File: src/rtl/rgb_write_scheduler_if.sv
// rgb_write_scheduler_if: frame control, pixel handshake, converter
// datapath and SRAM write port of the YUV->RGB write scheduler.
interface rgb_write_scheduler_if;
    logic               start;
    logic               busy;
    logic               done;
    logic               yuv_valid;
    logic               yuv_ready;
    logic [7:0]         Y_in;
    logic [7:0]         U_in;
    logic [7:0]         V_in;
    logic               conv_enable;
    logic [31:0]        conv_Y;
    logic [31:0]        conv_U;
    logic [31:0]        conv_V;
    logic signed [31:0] conv_R;
    logic signed [31:0] conv_G;
    logic signed [31:0] conv_B;
    logic [17:0]        SRAM_address;
    logic [15:0]        SRAM_write_data;
    logic               SRAM_we_n;

    modport slave (
        input  start, yuv_valid, Y_in, U_in, V_in,
        input  conv_R, conv_G, conv_B,
        output busy, done, yuv_ready, conv_enable,
        output conv_Y, conv_U, conv_V,
        output SRAM_address, SRAM_write_data, SRAM_we_n
    );

    modport master (
        output start, yuv_valid, Y_in, U_in, V_in,
        output conv_R, conv_G, conv_B,
        input  busy, done, yuv_ready, conv_enable,
        input  conv_Y, conv_U, conv_V,
        input  SRAM_address, SRAM_write_data, SRAM_we_n
    );
endinterface

File: src/rtl/rgb_write_scheduler.sv
// rgb_write_scheduler: feeds the 3-phase YUV->RGB converter, clips and packs
// pixel pairs into three SRAM words. Define RGB_CLIP_EN for 8-bit saturation.
module rgb_write_scheduler #(
    parameter logic [17:0] RGB_BASE = 18'd146944,
    parameter int          PIXELS   = 76800,
    parameter int          CONV_LAT = 3
) (
    input logic                  CLOCK_50_I,
    input logic                  reset,
    rgb_write_scheduler_if.slave bus
);

    localparam int             CW      = $clog2(PIXELS + 1);
    localparam logic [CW-1:0]  LP_NPIX = CW'(PIXELS);
    localparam logic [CW-1:0]  LP_LAST = CW'(PIXELS - 1);

    typedef enum logic [1:0] {
        S_IDLE,
        S_RUN,
        S_DRAIN,
        S_DONE
    } state_t;

    state_t              r_state;
    logic                r_busy;
    logic                r_done;
    logic [CW-1:0]       r_cnt;
    logic                r_par;
    logic                r_act;
    logic [1:0]          r_phase;
    logic [7:0]          r_y;
    logic [7:0]          r_u;
    logic [7:0]          r_v;
    logic [CONV_LAT-1:0] r_sh;
    logic [CONV_LAT-1:0] r_odd_sh;
    logic [7:0]          r_b0;
    logic [15:0]         r_w2;
    logic                r_w2_pend;
    logic                r_w2_out;
    logic [17:0]         r_next;
    logic [17:0]         r_addr;
    logic [15:0]         r_data;
    logic                r_we_n;

    logic                w_ready;
    logic                w_acc;
    logic                w_start;
    logic                w_samp;
    logic                w_samp_odd;
    logic [7:0]          w_r8;
    logic [7:0]          w_g8;
    logic [7:0]          w_b8;
    logic                w_unused_acc;

    assign w_ready = (r_state == S_RUN)
                   && (!r_act || r_phase == 2'd2)
                   && (r_cnt < LP_NPIX);
    assign w_acc      = bus.yuv_valid && w_ready;
    assign w_start    = (r_state == S_IDLE) && bus.start;
    assign w_samp     = r_sh[CONV_LAT-1];
    assign w_samp_odd = r_odd_sh[CONV_LAT-1];

`ifdef RGB_CLIP_EN
    assign w_r8 = bus.conv_R[31] ? 8'd0
                : (|bus.conv_R[30:24]) ? 8'hFF : bus.conv_R[23:16];
    assign w_g8 = bus.conv_G[31] ? 8'd0
                : (|bus.conv_G[30:24]) ? 8'hFF : bus.conv_G[23:16];
    assign w_b8 = bus.conv_B[31] ? 8'd0
                : (|bus.conv_B[30:24]) ? 8'hFF : bus.conv_B[23:16];
    assign w_unused_acc = ^{bus.conv_R[15:0], bus.conv_G[15:0],
                            bus.conv_B[15:0]};
`else
    assign w_r8 = bus.conv_R[23:16];
    assign w_g8 = bus.conv_G[23:16];
    assign w_b8 = bus.conv_B[23:16];
    assign w_unused_acc = ^{bus.conv_R[31:24], bus.conv_R[15:0],
                            bus.conv_G[31:24], bus.conv_G[15:0],
                            bus.conv_B[31:24], bus.conv_B[15:0]};
`endif

    assign bus.busy            = r_busy;
    assign bus.done            = r_done;
    assign bus.yuv_ready       = w_ready;
    assign bus.conv_enable     = r_act;
    assign bus.conv_Y          = {24'd0, r_y};
    assign bus.conv_U          = {24'd0, r_u};
    assign bus.conv_V          = {24'd0, r_v};
    assign bus.SRAM_address    = r_addr;
    assign bus.SRAM_write_data = r_data;
    assign bus.SRAM_we_n       = r_we_n;

    // Frame state machine with registered busy/done.
    always_ff @(posedge CLOCK_50_I) begin
        if (reset) begin
            r_state <= S_IDLE;
            r_busy  <= 1'b0;
            r_done  <= 1'b0;
        end else begin
            r_done <= 1'b0;
            case (r_state)
                S_IDLE: begin
                    if (bus.start) begin
                        r_state <= S_RUN;
                        r_busy  <= 1'b1;
                    end
                end
                S_RUN: begin
                    if (w_acc && r_cnt == LP_LAST) begin
                        r_state <= S_DRAIN;
                    end
                end
                S_DRAIN: begin
                    // only the last pair's word2 can be on the port here
                    if (r_w2_out) begin
                        r_state <= S_DONE;
                        r_done  <= 1'b1;
                    end
                end
                default: begin
                    r_state <= S_IDLE;
                    r_busy  <= 1'b0;
                end
            endcase
        end
    end

    // Pixel intake, converter phase counter and sample-time delay line.
    always_ff @(posedge CLOCK_50_I) begin
        if (reset) begin
            r_cnt    <= '0;
            r_par    <= 1'b0;
            r_act    <= 1'b0;
            r_phase  <= 2'd0;
            r_y      <= 8'd0;
            r_u      <= 8'd0;
            r_v      <= 8'd0;
            r_sh     <= '0;
            r_odd_sh <= '0;
        end else begin
            r_sh     <= (r_sh << 1) | CONV_LAT'(w_acc);
            r_odd_sh <= (r_odd_sh << 1) | CONV_LAT'(w_acc & r_par);
            if (w_start) begin
                r_cnt <= '0;
                r_par <= 1'b0;
            end
            if (w_acc) begin
                r_y     <= bus.Y_in;
                r_u     <= bus.U_in;
                r_v     <= bus.V_in;
                r_cnt   <= r_cnt + CW'(1);
                r_par   <= ~r_par;
                r_act   <= 1'b1;
                r_phase <= 2'd0;
            end else if (r_act) begin
                if (r_phase == 2'd2) begin
                    r_act <= 1'b0;
                end else begin
                    r_phase <= r_phase + 2'd1;
                end
            end
        end
    end

    // Result capture, pair packing and the SRAM write port.
    always_ff @(posedge CLOCK_50_I) begin
        if (reset) begin
            r_addr    <= 18'd0;
            r_data    <= 16'd0;
            r_we_n    <= 1'b1;
            r_next    <= 18'd0;
            r_b0      <= 8'd0;
            r_w2      <= 16'd0;
            r_w2_pend <= 1'b0;
            r_w2_out  <= 1'b0;
        end else begin
            r_we_n    <= 1'b1;
            r_w2_pend <= 1'b0;
            r_w2_out  <= 1'b0;
            if (w_start) begin
                r_next <= RGB_BASE;
            end
            if (w_samp) begin
                r_addr <= r_next;
                r_next <= r_next + 18'd1;
                r_we_n <= 1'b0;
                if (w_samp_odd) begin
                    r_data    <= {r_b0, w_r8};
                    r_w2      <= {w_g8, w_b8};
                    r_w2_pend <= 1'b1;
                end else begin
                    r_data <= {w_r8, w_g8};
                    r_b0   <= w_b8;
                end
            end else if (r_w2_pend) begin
                r_addr   <= r_next;
                r_next   <= r_next + 18'd1;
                r_data   <= r_w2;
                r_we_n   <= 1'b0;
                r_w2_out <= 1'b1;
            end
        end
    end

endmodule

File: src/flat_wrapper.sv
// flat-port wrapper written by rule: the top's interface ports become plain ports
module rgb_write_scheduler_flat 
#(
    parameter logic [17:0] RGB_BASE = 18'd146944,
    parameter int          PIXELS   = 76800,
    parameter int          CONV_LAT = 3
)
  (CLOCK_50_I, reset, bus_start, bus_yuv_valid, bus_Y_in, bus_U_in, bus_V_in, bus_conv_R, bus_conv_G, bus_conv_B, bus_busy, bus_done, bus_yuv_ready, bus_conv_enable, bus_conv_Y, bus_conv_U, bus_conv_V, bus_SRAM_address, bus_SRAM_write_data, bus_SRAM_we_n);
  rgb_write_scheduler_if bus_i ();
  input logic CLOCK_50_I;
  input logic reset;
  input wire logic [$bits(bus_i.start)-1:0] bus_start;
  input wire logic [$bits(bus_i.yuv_valid)-1:0] bus_yuv_valid;
  input wire logic [$bits(bus_i.Y_in)-1:0] bus_Y_in;
  input wire logic [$bits(bus_i.U_in)-1:0] bus_U_in;
  input wire logic [$bits(bus_i.V_in)-1:0] bus_V_in;
  input wire logic [$bits(bus_i.conv_R)-1:0] bus_conv_R;
  input wire logic [$bits(bus_i.conv_G)-1:0] bus_conv_G;
  input wire logic [$bits(bus_i.conv_B)-1:0] bus_conv_B;
  output wire logic [$bits(bus_i.busy)-1:0] bus_busy;
  output wire logic [$bits(bus_i.done)-1:0] bus_done;
  output wire logic [$bits(bus_i.yuv_ready)-1:0] bus_yuv_ready;
  output wire logic [$bits(bus_i.conv_enable)-1:0] bus_conv_enable;
  output wire logic [$bits(bus_i.conv_Y)-1:0] bus_conv_Y;
  output wire logic [$bits(bus_i.conv_U)-1:0] bus_conv_U;
  output wire logic [$bits(bus_i.conv_V)-1:0] bus_conv_V;
  output wire logic [$bits(bus_i.SRAM_address)-1:0] bus_SRAM_address;
  output wire logic [$bits(bus_i.SRAM_write_data)-1:0] bus_SRAM_write_data;
  output wire logic [$bits(bus_i.SRAM_we_n)-1:0] bus_SRAM_we_n;
  assign bus_i.start = bus_start;
  assign bus_i.yuv_valid = bus_yuv_valid;
  assign bus_i.Y_in = bus_Y_in;
  assign bus_i.U_in = bus_U_in;
  assign bus_i.V_in = bus_V_in;
  assign bus_i.conv_R = bus_conv_R;
  assign bus_i.conv_G = bus_conv_G;
  assign bus_i.conv_B = bus_conv_B;
  assign bus_busy = bus_i.busy;
  assign bus_done = bus_i.done;
  assign bus_yuv_ready = bus_i.yuv_ready;
  assign bus_conv_enable = bus_i.conv_enable;
  assign bus_conv_Y = bus_i.conv_Y;
  assign bus_conv_U = bus_i.conv_U;
  assign bus_conv_V = bus_i.conv_V;
  assign bus_SRAM_address = bus_i.SRAM_address;
  assign bus_SRAM_write_data = bus_i.SRAM_write_data;
  assign bus_SRAM_we_n = bus_i.SRAM_we_n;
  rgb_write_scheduler #(.RGB_BASE(RGB_BASE), .PIXELS(PIXELS), .CONV_LAT(CONV_LAT)) u_core (.CLOCK_50_I(CLOCK_50_I), .reset(reset), .bus(bus_i));
endmodule
File: config.mk
export PLATFORM = sky130hd
export DESIGN_NAME = rgb_write_scheduler_flat
export DESIGN_NICKNAME = d
export VERILOG_FILES = /design/src/rtl/rgb_write_scheduler_if.sv /design/src/rtl/rgb_write_scheduler.sv /design/src/flat_wrapper.sv
export SDC_FILE = /design/constraint.sdc
export NUM_CORES = 1
export LEC_CHECK = 0
export ABC_AREA = 1
export ABC_CLOCK_PERIOD_IN_PS = 2400
export BUFFER_PORTS_ARGS = -buffer_cell sky130_fd_sc_hd__buf_2
export CAP_MARGIN = 20
export CORE_MARGIN = 3
export CORE_UTILIZATION = 48
export CTS_CLUSTER_SIZE = 30
export DETAILED_ROUTE_END_ITERATION = 8
export GPL_TIMING_DRIVEN = 1
export PLACE_DENSITY = 0.91
export SLEW_MARGIN = 20
export SYNTH_ARGS = -nofsm -noshare
export SYNTH_HDL_FRONTEND = slang
export SYNTH_SLANG_ARGS = --single-unit
File: constraint.sdc
create_clock -name CLOCK_50_I -period 2.4 [get_ports CLOCK_50_I]
set_clock_uncertainty 0.15 [all_clocks]
set_input_delay 0.36 -clock CLOCK_50_I [delete_from_list [all_inputs] [get_ports CLOCK_50_I]]
set_output_delay 0.36 -clock CLOCK_50_I [all_outputs]
set_load 0.01 [all_outputs]
# [Word-level counts from Yosys, hierarchy flattened]
# Cells that the tools add are included.
[totals] reg_bits=134 in_bits=124 output_inout_bits=135 wordCells=87
[op_classes] n_addsub=3 n_lt_le_gt_ge=1 eq_ne=7 mux=26 bitwise=9 n_reduce_logical=21
[op_table] op="$mux 18" n=5
[op_table] op="$mux 16" n=3
[op_table] op="$mux 17" n=2
[op_table] op="$add 18x1->18 const B" n=1
[op_table] op="$add 17x1->17 const B" n=1
[op_table] op="$eq 17x17->1 const B" n=1
[op_table] op="$lt 17x17->1 const B" n=1
[op_table] op="$mux 1" n=11
[op_table] op="$reduce_or 2->1" n=5
[op_table] op="$reduce_and 2->1" n=4
[op_table] op="$mux 2" n=3
[op_table] op="$not 1->1" n=6
[op_table] op="$pmux 2 s3" n=1
[op_table] op="$logic_and 1x1->1" n=5
[op_table] op="$eq 2x2->1 const B" n=2
[op_table] op="$ne 2x2->1 const B" n=2
[op_table] op="$reduce_bool 2->1" n=2
[op_table] op="$or 3x1->3" n=1
[op_table] op="$or 3x3->3" n=1
[op_table] op="$reduce_and 3->1" n=1
[op_table] op="$reduce_bool 3->1" n=1
[op_table] op="$add 2x1->2 const B" n=1
[op_table] op="$eq 2x1->1 const B" n=1
[op_table] op="$logic_not 2->1" n=1
[op_table] op="other kinds (5)" n=5

# [Longest topological paths before layout]
[logic_depth] ltp_word=8 mapped_depth=14 mapped_depth_nobuf=13

# [Worst setup path before layout]
# OpenSTA, ideal clock, no wires.
[synth_timing] path_type="register -> register" start="register u_core.r_phase[0]" end="register u_core.r_state[0]" arrival_ns=1.395 slack_ns=0.740 stages_incl_launch_ff=15 period_less_slack_ns=1.660 cell_sequence="dfxtp_1 -> inv_1 -> ha_1 -> inv_1 -> nand2_1 -> nand2_1 -> nor2_1 -> nand2_1 -> nor2_4 -> buf_6 -> nand2_1 -> nand2_1 -> nand3_1 -> nand2_1 -> nor2_1"
[synth_between] elab_chain_len=8
[synth_lines] element="start: declaration" line_no="rgb_write_scheduler.sv:30" source="logic [1:0] r_phase;"
[synth_lines] element="start signal: assignment" line_no="rgb_write_scheduler.sv:158" source="r_phase <= r_phase + 2'd1;"
[synth_lines] element="$eq 2x2->1" line_no="rgb_write_scheduler.sv:56" source="&& (!r_act || r_phase == 2'd2)"
[synth_lines] element="$logic_or 1x1->1" line_no="rgb_write_scheduler.sv:56"
[synth_lines] element="$logic_and 1x1->1" line_no="rgb_write_scheduler.sv:56"
[synth_lines] element="$logic_and 1x1->1" line_no="rgb_write_scheduler.sv:57" source="&& (r_cnt < LP_NPIX);"
[synth_lines] element="$logic_and 1x1->1" line_no="rgb_write_scheduler.sv:58" source="assign w_acc = bus.yuv_valid && w_ready;"
[synth_lines] element="$logic_and 1x1->1" line_no="rgb_write_scheduler.sv:108" source="if (w_acc && r_cnt == LP_LAST) begin"
[synth_lines] element="$ne 2x2->1 (no source line)"
[synth_lines] element="$reduce_and 3->1 (no source line)"
[synth_lines] element="end signal: assignment" line_no="rgb_write_scheduler.sv:109" source="r_state <= S_DRAIN;"
[synth_lines] element="end signal: assignment" line_no="rgb_write_scheduler.sv:115" source="r_state <= S_DONE;"
[synth_lines] element="end signal: assignment" line_no="rgb_write_scheduler.sv:120" source="r_state <= S_IDLE;"
[synth_lines] element="end: declaration" line_no="rgb_write_scheduler.sv:24" source="state_t r_state;"
# No other way between the ends.
# A chain may end at the register's enable or synchronous reset.

# [Worst setup path in the final report]
[layout_timing] start="register u_core.r_phase[0]" end="output bus_yuv_ready"
[layout_between] elab_chain_len=4
[layout_lines] element="$eq 2x2->1" line_no="rgb_write_scheduler.sv:56"
[layout_lines] element="$logic_or 1x1->1" line_no="rgb_write_scheduler.sv:56"
[layout_lines] element="$logic_and 1x1->1" line_no="rgb_write_scheduler.sv:56"
[layout_lines] element="$logic_and 1x1->1" line_no="rgb_write_scheduler.sv:57"
[layout_lines] element="end: declaration" line_no="flat_wrapper.sv:22" source="output wire logic [$bits(bus_i.yuv_ready)-1:0] bus_yuv_ready;"
# No other way between the ends.

==> impl_metrics.yaml <==
clocking:
  clock_latency_ns: 0.41
  cts_setup_buffers: 0
  path_clk_slew_ns: 0.06
  h-tree-depth: 4
  numCtsBuffers: 17
  cts_resized: 0
  cts_hold_buf: 23
  cts_tree: "done"
  clk_path_buf_depth: 2
  clockRootBuffer: "clkbuf_16"
  cts.sinks: 134
yosys:
  syn_area_um2: 6037
  seq_area_frac_synth: 0.4444
  netlist_instances: 825
  synth_area_per_cell_um2: 7.318
  synth_cell_types: 30
  ys_seq_elements: 134
  yosysWarnings: 0
critical_path:
  start_kind: "flop"
  r2r_start: "u_core.r_phase[0]$_SDFFE_PP0P_"
  end_kind: "primary output"
  r2r_cells: 13
  crit_arrival_ns: 1.57
  r2r_slack_ns: 0.49
  startpoint: "u_core.r_phase[0]$_SDFFE_PP0P_"
  cp_max_fo: 5
  r2r_end: "u_core.r_cnt[11]$_SDFFE_PP0P_"
  crit_required_ns: 1.89
  crit_path_end: "bus_yuv_ready"
  path_class: "flop to primary output"
layout:
  post_layout_nonfiller_instances: 1141
  ff_latch_area_um2: 2683
  multi_input_area_um2: 2680
  final_common_cell: "nand2_1"
  final_cell_area_um2: 7370
  postLayoutCoreUtil: 0.6060
  syn_to_final_growth_pct: 22.07
  final_layout_size_suffix_gt1_frac: 0.1757
  final_cell_mix: "164 x nand2_1, 134 x dfxtp_1, 114 x buf_2"
  nFillCells: 1065
  num_antenna_cells: 0
  final_nets: 1090
route:
  drc: 0
  ant_nets: 0
  first_pass_iters: 5
  wl_per_cell_um: 13.27
  vias_per_cell: 5.025
  drt_iter0_drc: 443
  drt-total-wl_um: 15140
  vias: 5734
die:
  die_x_um: 118.1
  dieHeight_um: 118.1
  pin_count: 259
  rows: 40
  die_area_um2: 13960
  coreArea_um2: 12160
  start_util: 0.4964
pwr:
  peakVddDrop_mv: 0.5090
  power.internal_mw: 4.554
  pwr-share-seq: 0.395
  p_comb_frac: 0.159
  p_sw_mw: 1.685
  power_density_nw_per_um2: 846.6
  power_mw: 6.239
  p_sw_frac: 0.2701
  leakage_nw: 3.369
  p_clk_frac: 0.445
placement:
  postPlaceCellArea_um2: 6502
  portBuffers: 114
  dp_cells: 1086
  dp_hpwl_um: 9673
  gp_congestion: 0.8699
global_routing:
  grt_pass1_vias: 5462
  track_usage: 0.2148
  antenna_found_initial: 0
  grt_pass1_wl_um: 24940
  overflow: 0
  grt_max_degree: 55
sta:
  worst_pin_slew_ns: 0.5191
  final.min_clock_period_ns: 2.076
  final_max_slew_viol_count: 0
  final.setup.tns_ns: 0
  grt_setup_unrepaired: "false"
  hold_violations: 0
  setup_viol_count_final: 0
  fmax_mhz: 481.8
  slew_headroom: 0.6535
  finalCritPeriodShare: 0.8648
run_status:
  run_status: "finished, final reports clean"
flow_run:
  cap_violations: 0
min_path:
  hp-class: "input port to flop"
-- through the flow --
stage,hold WS [ns],worst slack [ns]
3_5_place_dp,0.2511,0.4912
4_1_cts,0.0005043,0.2870
5_1_grt,0.02018,0.1648
6_report,0.01755,0.3244
3_3_place_gp,0.2442,0.5655
2_1_floorplan,0.2383,0.7404
-- registers in the layout (all words and copies together) (netlist names), 16 cells and up --
name / cells
u_core.bus.SRAM_address: 18
u_core.bus.SRAM_write_data: 16
u_core.r_cnt: 17
u_core.r_next: 18
u_core.r_w2: 16
-- layout make-up --
cell class | instances | area share
Tap cell | 168 | 0.02852
Clock inverter | 7 | 0.01919
Sequential cell | 134 | 0.3640
Multi-Input combinational cell | 591 | 0.3637
Timing Repair Buffer | 150 | 0.1236
Inverter | 66 | 0.03379
Clock buffer | 25 | 0.06723
-- critical path: stages, from the launching register on --
cell	delay (ns)
dfxtp_1	0.33
inv_1	0.05
ha_1	0.18
inv_1	0.05
nand2_1	0.11
nand2_1	0.09
nor2_1	0.05
nand2_1	0.11
inv_1	0.06
buf_2	0.13
-- cell families (layout without fill, tap and decap cells) --
kind of cell    Yosys count  in the layout  synth area share
flops                   134            134            0.4444
other cells               1             72         0.0006212
xor+xnor                  3              3          0.004353
fa+ha+maj                 6              6           0.01243
compound gates          166            166            0.1455
buf+inv                 171            248            0.1559
simple gates            344            344            0.2369
-- synthesized netlist by cell type (all sizes together) --
cell type	count	area (µm²)
a211oi	3	22.52
a21boi	1	7.510
a21oi	46	230.2
a31oi	20	125.1
and3	1	6.260
buf	85	616.8
clkbuf	20	75.07
clkinv	1	5.000
conb	1	3.750
dfxtp	134	2683
ha	6	75.07
inv	65	244.0
nand2	167	634.4
nand3	51	255.2
nand4	6	37.54
nor2	104	420.4
nor3	14	70.07
o21ai	92	460.4
o221a	1	11.26
o22ai	2	12.51
o32ai	1	8.760
or2	1	6.260
xor2	3	26.28
-- power by group through the flow --
stage               combinational [mW]  sequential, mW  clock (mW)
floorplan                        0.686            2.53           0
global placement                 0.898            2.50           0
detailed placement               0.932            2.51           0
CTS                              0.969            2.46        2.82
global route                      1.11            2.48        2.92
finish                           0.995            2.47        2.78
-- worst min path at each step --
stage                                   from                            end  slack [ns]  depth (start not counted)
6_report                         bus_Y_in[2]     u_core.r_y[2]$_SDFFE_PP0P_        0.02                          3
3_3_place_gp   u_core.r_odd_sh[1]$_SDFF_PP0_  u_core.r_odd_sh[2]$_SDFF_PP0_        0.24                          2
5_1_grt                          bus_Y_in[2]     u_core.r_y[2]$_SDFFE_PP0P_        0.02                          3
2_1_floorplan  u_core.r_odd_sh[0]$_SDFF_PP0_  u_core.r_odd_sh[1]$_SDFF_PP0_        0.24                          2
3_5_place_dp       u_core.r_sh[0]$_SDFF_PP0_      u_core.r_sh[1]$_SDFF_PP0_        0.25                          2
4_1_cts                          bus_Y_in[2]     u_core.r_y[2]$_SDFFE_PP0P_      0.0005                          3
-- layer usage --
metal / vias up / routed length [µm] / GRT usage
met5: - / 0 / 0
met4: 0 / 486 / 0.1143
met3: 46 / 1101 / 0.05598
met2: 266 / 7611 / 0.3605
met1: 2608 / 5943 / 0.2510
li1: 2814 / - / -
No activity file was read; power rests on OpenSTA's default activity.
